<file path="src/rtl/uart_pkg.sv">
// Shared UART package: arbiter state encodings, default byte width and the
// wrapping index helper used by the round-robin logic.
package uart_pkg;

    localparam int UART_DATA_SIZE = 8;

    typedef enum logic [0:0] {
        ARB_IDLE  = 1'b0,
        ARB_GRANT = 1'b1
    } arb_state_t;

    // (base + step) mod n for base < n and step <= n; explicit compare so a
    // non-power-of-2 requester count wraps correctly.
    function automatic int rr_wrap_add(input int base, input int step, input int n);
        int sum;
        sum = base + step;
        if (sum >= n) begin
            sum = sum - n;
        end
        return sum;
    endfunction

endpackage

</file>
<file path="src/rtl/uart_rr_picker.sv">
// Rotating-priority picker: returns the first asserted request at or after
// rr_ptr, wrapping past the last requester back to requester 0.
module uart_rr_picker
    import uart_pkg::*;
#(
    parameter int NUM_REQ = 4,
    parameter int REQ_W   = $clog2(NUM_REQ)
) (
    input  logic [NUM_REQ-1:0] req,
    input  logic [REQ_W-1:0]   rr_ptr,
    output logic               found,
    output logic [REQ_W-1:0]   index
);

    logic [REQ_W-1:0] cand;

    // Scan candidates in rotated order; the first hit wins.
    always_comb begin
        found = 1'b0;
        index = '0;
        cand  = '0;
        for (int k = 0; k < NUM_REQ; k++) begin
            cand = REQ_W'(rr_wrap_add(int'(rr_ptr), k, NUM_REQ));
            if (!found && req[cand]) begin
                found = 1'b1;
                index = cand;
            end
        end
    end

endmodule

</file>
<file path="src/rtl/uart_tx_arbiter.sv">
// Round-robin arbiter sharing one UART TX FIFO write port among several
// byte-stream requesters. A grant lasts one frame, cut short by a burst
// limit or by the holder going quiet for too many sample ticks.
module uart_tx_arbiter
    import uart_pkg::*;
#(
    parameter int DATA_SIZE    = UART_DATA_SIZE,
    parameter int NUM_REQ      = 4,
    parameter int MAX_BURST    = 16,
    parameter int IDLE_TIMEOUT = 64,
    parameter int REQ_W        = $clog2(NUM_REQ)
) (
    input  logic                         clk,
    input  logic                         reset_n,
    input  logic                         s_tick,
    input  logic [NUM_REQ-1:0]           req_valid,
    input  logic [NUM_REQ-1:0]           req_last,
    input  logic [NUM_REQ*DATA_SIZE-1:0] req_data,
    output logic [NUM_REQ-1:0]           req_ready,
    input  logic                         fifo_full,
    output logic                         fifo_wr,
    output logic [DATA_SIZE-1:0]         fifo_w_data,
    output logic [REQ_W-1:0]             grant_id,
    output logic                         busy,
    output logic                         frame_done,
    output logic                         timeout
);

    localparam int BURST_W = $clog2(MAX_BURST + 1);
    localparam int IDLE_W  = (IDLE_TIMEOUT > 0) ? $clog2(IDLE_TIMEOUT + 1) : 1;
    // Counter values seen on the tick that triggers a forced release.
    localparam logic [BURST_W-1:0] BURST_LAST = BURST_W'(MAX_BURST - 1);
    localparam logic [IDLE_W-1:0]  IDLE_LAST  = IDLE_W'(IDLE_TIMEOUT - 1);

    arb_state_t         state;
    logic [REQ_W-1:0]   rr_ptr;
    logic [BURST_W-1:0] burst_cnt;
    logic [IDLE_W-1:0]  idle_cnt;

    logic               pick_found;
    logic [REQ_W-1:0]   pick_index;
    logic               holder_valid;
    logic [REQ_W-1:0]   next_ptr;

    uart_rr_picker #(
        .NUM_REQ (NUM_REQ),
        .REQ_W   (REQ_W)
    ) u_picker (
        .req    (req_valid),
        .rr_ptr (rr_ptr),
        .found  (pick_found),
        .index  (pick_index)
    );

    assign holder_valid = req_valid[grant_id];
    // After any release, priority starts just past the departing holder.
    assign next_ptr     = REQ_W'(rr_wrap_add(int'(grant_id), 1, NUM_REQ));

    // Steer the granted requester onto the FIFO write port; quiet when idle.
    always_comb begin
        req_ready   = '0;
        fifo_wr     = 1'b0;
        fifo_w_data = '0;
        busy        = 1'b0;
        if (state == ARB_GRANT) begin
            req_ready[grant_id] = ~fifo_full;
            fifo_wr             = holder_valid & ~fifo_full;
            fifo_w_data         = req_data[int'(grant_id)*DATA_SIZE +: DATA_SIZE];
            busy                = 1'b1;
        end
    end

    // Grant FSM with burst/idle counters; release pulses last one clk.
    always_ff @(posedge clk or negedge reset_n) begin
        if (!reset_n) begin
            state      <= ARB_IDLE;
            grant_id   <= '0;
            rr_ptr     <= '0;
            burst_cnt  <= '0;
            idle_cnt   <= '0;
            frame_done <= 1'b0;
            timeout    <= 1'b0;
        end else begin
            frame_done <= 1'b0;
            timeout    <= 1'b0;
            if (s_tick) begin
                case (state)
                    ARB_IDLE: begin
                        if (pick_found) begin
                            grant_id  <= pick_index;
                            burst_cnt <= '0;
                            idle_cnt  <= '0;
                            state     <= ARB_GRANT;
                        end
                    end
                    ARB_GRANT: begin
                        if (fifo_wr) begin
                            burst_cnt <= burst_cnt + 1'b1;
                            idle_cnt  <= '0;
                            if (req_last[grant_id]) begin
                                state      <= ARB_IDLE;
                                rr_ptr     <= next_ptr;
                                frame_done <= 1'b1;
                            end else if (burst_cnt == BURST_LAST) begin
                                // Preempted mid-frame; the holder re-arbitrates.
                                state  <= ARB_IDLE;
                                rr_ptr <= next_ptr;
                            end
                        end else if (!holder_valid) begin
                            idle_cnt <= idle_cnt + 1'b1;
                            if ((IDLE_TIMEOUT != 0) && (idle_cnt == IDLE_LAST)) begin
                                state   <= ARB_IDLE;
                                rr_ptr  <= next_ptr;
                                timeout <= 1'b1;
                            end
                        end
                        // Valid but FIFO full: stall, counters hold.
                    end
                    default: state <= ARB_IDLE;
                endcase
            end
        end
    end

endmodule

</file>
<file path="config.mk">
export PLATFORM = sky130hd
export DESIGN_NAME = uart_tx_arbiter
export DESIGN_NICKNAME = d
export VERILOG_FILES = /design/src/rtl/uart_pkg.sv /design/src/rtl/uart_rr_picker.sv /design/src/rtl/uart_tx_arbiter.sv
export SDC_FILE = /design/constraint.sdc
export NUM_CORES = 1
export LEC_CHECK = 0
export ABC_AREA = 1
export BUFFER_PORTS_ARGS = -buffer_cell sky130_fd_sc_hd__buf_4
export CORE_MARGIN = 2
export CORE_UTILIZATION = 51
export DETAILED_ROUTE_END_ITERATION = 10
export PLACE_DENSITY = 0.81
export SLEW_MARGIN = 40
export SYNTH_ARGS = -nofsm -noshare
export SYNTH_HDL_FRONTEND = slang
export SYNTH_HIERARCHICAL = 1
export SYNTH_SLANG_ARGS = --single-unit
</file>
<file path="constraint.sdc">
create_clock -name clk -period 2 [get_ports clk]
set_clock_uncertainty 0.1 [all_clocks]
set_input_delay 0.3 -clock clk [delete_from_list [all_inputs] [get_ports clk]]
set_output_delay 0.3 -clock clk [all_outputs]
set_load 0.01 [all_outputs]
</file>
# After elaboration in Yosys (flattened, before gate mapping)
# Cells that the tools add are included.
# Widths: inputs -> output; s select.
# op_classes
n_shift,1
eq_ne,7
n_lt_le_gt_ge,11
reduce_logical,12
mul,0
n_bitwise,4
mux,59
n_addsub,11
n_div,0
# op_table
operator,n
$shiftx 32x6->8,1
$mux 1,28
$mux 2,14
$mux 7,3
$lt 2x3->1 const B,5
$pmux 7 s2,1
$bmux 1 s2,6
$ge 3x3->1 const B,4
$mux 5,2
$pmux 5 s2,1
$sub 2x1->2 const B,5
$reduce_and 3->1,3
$mux 8,1
$add 7x1->7 const B,1
$eq 7x6->1 const B,1
$add 2x1->3 const B,2
$add 2x2->3 const B,2
$ne 2x2->1 const B,3
$add 5x1->5 const B,1
$eq 5x4->1 const B,1
$reduce_and 5->1,1
$and 4x4->4,1
$logic_and 1x1->1,4
$mux 4,1
other kinds (10),13
# totals
latch_bits,0
ramBits,0
inputBits,44
regBits,19
n_memories,0
rom_bits,0

# Logic depth before layout (Yosys ltp)
# depth
depth_word,16
mapped_depth,14
mapped_depth_nobuf,14

# Hierarchy
# The synthesis kept the hierarchy.
# by_module_without_submodules
module,cells_each,seq_area_each_um2,area_each_um2,instances
uart_tx_arbiter,219,475.5,1535.2,1
uart_rr_picker,59,0.0,319.1,1

# Worst setup path before layout
# No wires, ideal clock.
# synth_path
path_type,reg-to-reg
startpoint,register rr_ptr[0]
endpoint,register idle_cnt[3]
path_stages_with_launch,13
t_arrival_ns,1.632
path_slack_ns,0.154
synth_period_minus_slack_ns,1.846
path_buffers,1
setup_ns,0.114
cell_sequence,dfrtp_1 > buf_6 > nand2_1 > nand2_4 > o21ai_1 > nand3b_1 > inv_1 > a21oi_4 > nand2_4 > nor2_1 > nand2_1 > nand2_1 > nor2_1
# synth_via
elab_chain_cells,16
elab_cells_between_ends,35
classes_between,7 x add/sub; 4 x order compare; 1 x eq/ne; 16 x mux; 7 x reduce/logical
# synth_lines
element,line_no,rtl
"start, declared",uart_tx_arbiter.sv:36,logic [REQ_W-1:0] rr_ptr;
"start signal, assigned",uart_tx_arbiter.sv:102,rr_ptr <= next_ptr;
"start signal, assigned",uart_tx_arbiter.sv:107,rr_ptr <= next_ptr;
"start signal, assigned",uart_tx_arbiter.sv:113,rr_ptr <= next_ptr;
branches (longest 13 deep; another with $add 2x1->3),--,
$mux 1 (*),uart_rr_picker.sv:24,if (!found && req[cand]) begin
via pick_found,uart_tx_arbiter.sv:40,logic pick_found;
$ne 2x2->1 (no source line) (*),--,
$reduce_and 3->1 (no source line) (*),--,
"end signal, assigned",uart_tx_arbiter.sv:110,idle_cnt <= idle_cnt + 1'b1;
"end, declared",uart_tx_arbiter.sv:38,logic [IDLE_W-1:0] idle_cnt;
# Mark *: on every way through the listed nets, which the timed path passes. The select of a mux whose other input is x is not followed.
# A chain may end at the register's enable or synchronous reset.

# Final worst setup path
# Same ends and word-level chain as after synthesis.

==> flow_metrics.py <==
metrics = {
    "cts": {
        "max-clock-path-buffers": 2,
        "path_clk_slew_ns": 0.11,
        "root_buffer": "clkbuf_4",
        "cts.sinks": 19,
        "htreeDepth": 1,
        "insertion_delay_ns": 0.30,
        "numCtsBuffers": 3,
        "cts_tree": "yes",
    },
    "routing": {
        "viasPerCell": 5.05,
        "drcViolationCount": 0,
        "vias": 1999,
        "ant_nets": 0,
        "drt_iter0_markers": 100,
        "drtPass1Iterations": 4,
        "wl_per_cell_um": 12.2,
        "wirelength_um": 4830,
    },
    "floorplan": {
        "rows": 21,
        "ios": 62,
        "dieHeight_um": 64.3,
        "die_w_um": 64.3,
        "die-area_um2": 4130,
        "design.core.area_um2": 3420,
        "start_util_pct": 54.3,
    },
    "synthesis": {
        "syn_nets": 329,
        "async_flop_share_pct": 100,
        "synth_ff_type": "dfrtp_1",
        "yosysWarnings": 6,
        "syn_area_um2": 1850,
        "synth_edf_count": 0,
        "yosysSeqAreaShare_pct": 25.6,
        "ys_ff_latch": 19,
        "syn_area_per_cell_um2": 6.67,
        "synthCells": 278,
        "synth_cell_types": 31,
    },
    "critical_path": {
        "end_kind": "flop",
        "required_ns": 2.11,
        "arrival_ns": 2.04,
        "critPathMaxFanout": 8,
        "worstSetupPathType": "reg2reg",
        "start_kind": "flop",
    },
    "finish": {
        "finalNonFillerCells": 396,
        "mostFrequentLayoutCells": "72 x buf_4, 58 x nand2_1, 49 x nor2_1",
        "antenna_cells": 0,
        "final-seq-area_um2": 480,
        "syn2layout_area_growth_pct": 38.3,
        "fill_cells": 284,
        "final_util_pct": 75.1,
        "num-nets-final": 402,
        "multiInputGateArea_um2": 1270,
        "drive_above_1_share_pct": 40.3,
        "final_common_cell": "buf_4",
        "finalInstanceArea_um2": 2560,
    },
    "global_route": {
        "grt_pass1_wl_um": 7670,
        "grt_use_total_pct": 23.0,
        "first_global_vias": 1828,
        "grt_overflow": 0,
        "grt_max_degree": 25,
        "antenna_found_initial": 0,
    },
    "place": {
        "dpl.hpwl_um": 3570,
        "place.gp.congestion": 0.875,
        "post_dp_cell_area_um2": 2370,
        "dp_cells": 384,
        "io_buffers": 61,
    },
    "timing": {
        "finalSetupViolations": 0,
        "rsz0062_at_grt": "true",
        "fmax_mhz": 517,
        "relSlewSlack_pct": 83.0,
        "slew_viol_final": 0,
        "hold_viol_final": 0,
        "period_minus_slack_ns": 1.93,
        "finalCritPeriodShare_pct": 96.6,
        "worst_pin_slew_ns": 0.254,
    },
    "run": {
        "drv_cap": 0,
    },
    "power_and_ir_drop": {
        "clock_power_share_pct": 6.1,
        "leakage_nw": 1.34,
        "power.net_switching_mw": 1.66,
        "power_frac_seq_pct": 18.7,
        "power_density_nw_per_um2": 1260,
        "max-vdd-ir-drop_mv": 0.833,
        "p_sw_share_pct": 51.2,
        "power_frac_comb_pct": 75.2,
        "internal_power_mw": 1.58,
    },
    "min_path": {
        "hp-class": "in2reg",
    },
    "run_status": {
        "status": "finished, final reports clean",
    },
}
## synth_stat cells (2+ instances only)
| master | instances | share of area (%) |
|---|---|---|
| nand2_2 | 14 | 4.7 |
| nand2_1 | 63 | 13 |
| buf_4 | 2 | 0.81 |
| nor2_1 | 51 | 10 |
| inv_1 | 24 | 4.9 |
| nand3_1 | 17 | 4.6 |
| buf_2 | 4 | 1.1 |
| xor2_1 | 3 | 1.4 |
| nand3_4 | 2 | 1.9 |
| nor2_2 | 2 | 0.67 |
| o21ai_0 | 17 | 4.6 |
| nor2_4 | 2 | 1.2 |
| dfrtp_1 | 19 | 26 |
| nand2_4 | 8 | 4.9 |
| a21oi_1 | 12 | 3.2 |
| nand3_2 | 5 | 2.7 |
| ha_1 | 7 | 4.7 |
| o21ai_1 | 6 | 1.6 |
| nand4_1 | 2 | 0.67 |
| inv_2 | 5 | 1.0 |
| buf_6 | 2 | 1.2 |
| nand3b_1 | 2 | 0.81 |
## logic make-up (layout without fill, tap and decap cells)
kind of cell	after synthesis	count (layout)	share of synthesized area [%]
buffers and inverters	39	111	9.45
XOR/XNOR	3	3	1.42
adder cells (fa/ha/maj)	7	7	4.72
AO/OA/AOI/OAI	38	38	11.2
flip-flops	19	19	25.6
AND/OR/NAND/NOR	172	172	47.6
## repair_timing
| action | in CTS | in global routing |
|---|---|---|
| hold buffers | 1 | 0 |
| cloned | 0 | 1 |
| setup endpoints to repair | 2 | 23 |
| pin swaps | 0 | 17 |
| setup buffers | 0 | 6 |
| hold endpoints to repair | 19 | 0 |
| resized for setup | 1 | 34 |
## final timing paths
kind                                         start                       to  slack [ns]  cells past startpoint
setup reg to reg             rr_ptr[0]$_DFFE_PN0P_  idle_cnt[3]$_DFFE_PN0P_        0.07                     14
hold reg to reg            idle_cnt[1]$_DFFE_PN0P_  idle_cnt[1]$_DFFE_PN0P_        0.42                      2
min in group asynchronous                  reset_n        timeout$_DFF_PN0_        0.29                      2
hold / removal                              s_tick        state$_DFFE_PN0P_        0.20                      3
max in group asynchronous                  reset_n    rr_ptr[0]$_DFFE_PN0P_        1.29                      2
setup / recovery             rr_ptr[0]$_DFFE_PN0P_  idle_cnt[3]$_DFFE_PN0P_        0.07                     14
## power groups by stage
| stage | logic [mW] | clock network, mW | registers [mW] |
|---|---|---|---|
| 2_1_floorplan | 1.54 | 0 | 0.585 |
| 3_3_place_gp | 2.15 | 0 | 0.567 |
| 3_5_place_dp | 2.19 | 0 | 0.574 |
| 4_1_cts | 2.20 | 0.205 | 0.571 |
| 5_1_grt | 2.68 | 0.227 | 0.620 |
| 6_report | 2.44 | 0.197 | 0.606 |
## worst max-delay path, stage by stage, from the launching register on
cell	delay, ns
dfrtp_2	0.47
clkinv_4	0.11
nand2_1	0.08
nand2_2	0.09
nand2_2	0.07
nand2_2	0.09
nor2_4	0.04
nand3b_1	0.12
inv_2	0.07
a21oi_4	0.22
nand2_4	0.12
nor2_2	0.11
nand2_1	0.05
nand2_1	0.06
nor2_1	0.04
## sequential cells by signal, summed over array words and instances (netlist names)
register	cells
rr_ptr	2
frame_done	1
grant_id	2
state	1
burst_cnt	5
idle_cnt	7
timeout	1
## layout make-up
cell class / count / share of cell area [%]
Multi-Input combinational cell: 220 / 49.7
Clock inverter: 1 / 0.195
Timing Repair Buffer: 76 / 22.9
Tap cell: 46 / 2.24
Clock buffer: 3 / 0.878
Timing Repair inverter: 1 / 0.293
Sequential cell: 19 / 18.7
Inverter: 30 / 4.98
## through the flow
step / setup slack (ns) / power (mW) / hold slack (ns) / TNS [ns]
floorplan: 0.154 / 2.13 / -0.0956 / 0
global placement: 0.129 / 2.72 / 0.0885 / 0
detailed placement: 0.0644 / 2.77 / 0.0839 / 0
CTS: 0.0101 / 2.98 / 0.192 / 0
global route: -0.0589 / 3.53 / 0.210 / -0.229
finish: 0.0674 / 3.24 / 0.202 / 0
## routing by layer
metal | track usage [%] | part of all wire (%) | wire, µm
met1 | 29.0 | 46 | 2200
met2 | 39.8 | 46 | 2240
met3 | 5.81 | 6.6 | 317
met4 | 4.26 | 1.4 | 68
met5 | 0 | 0 | 0
No activity file was read; power rests on OpenSTA's default activity.
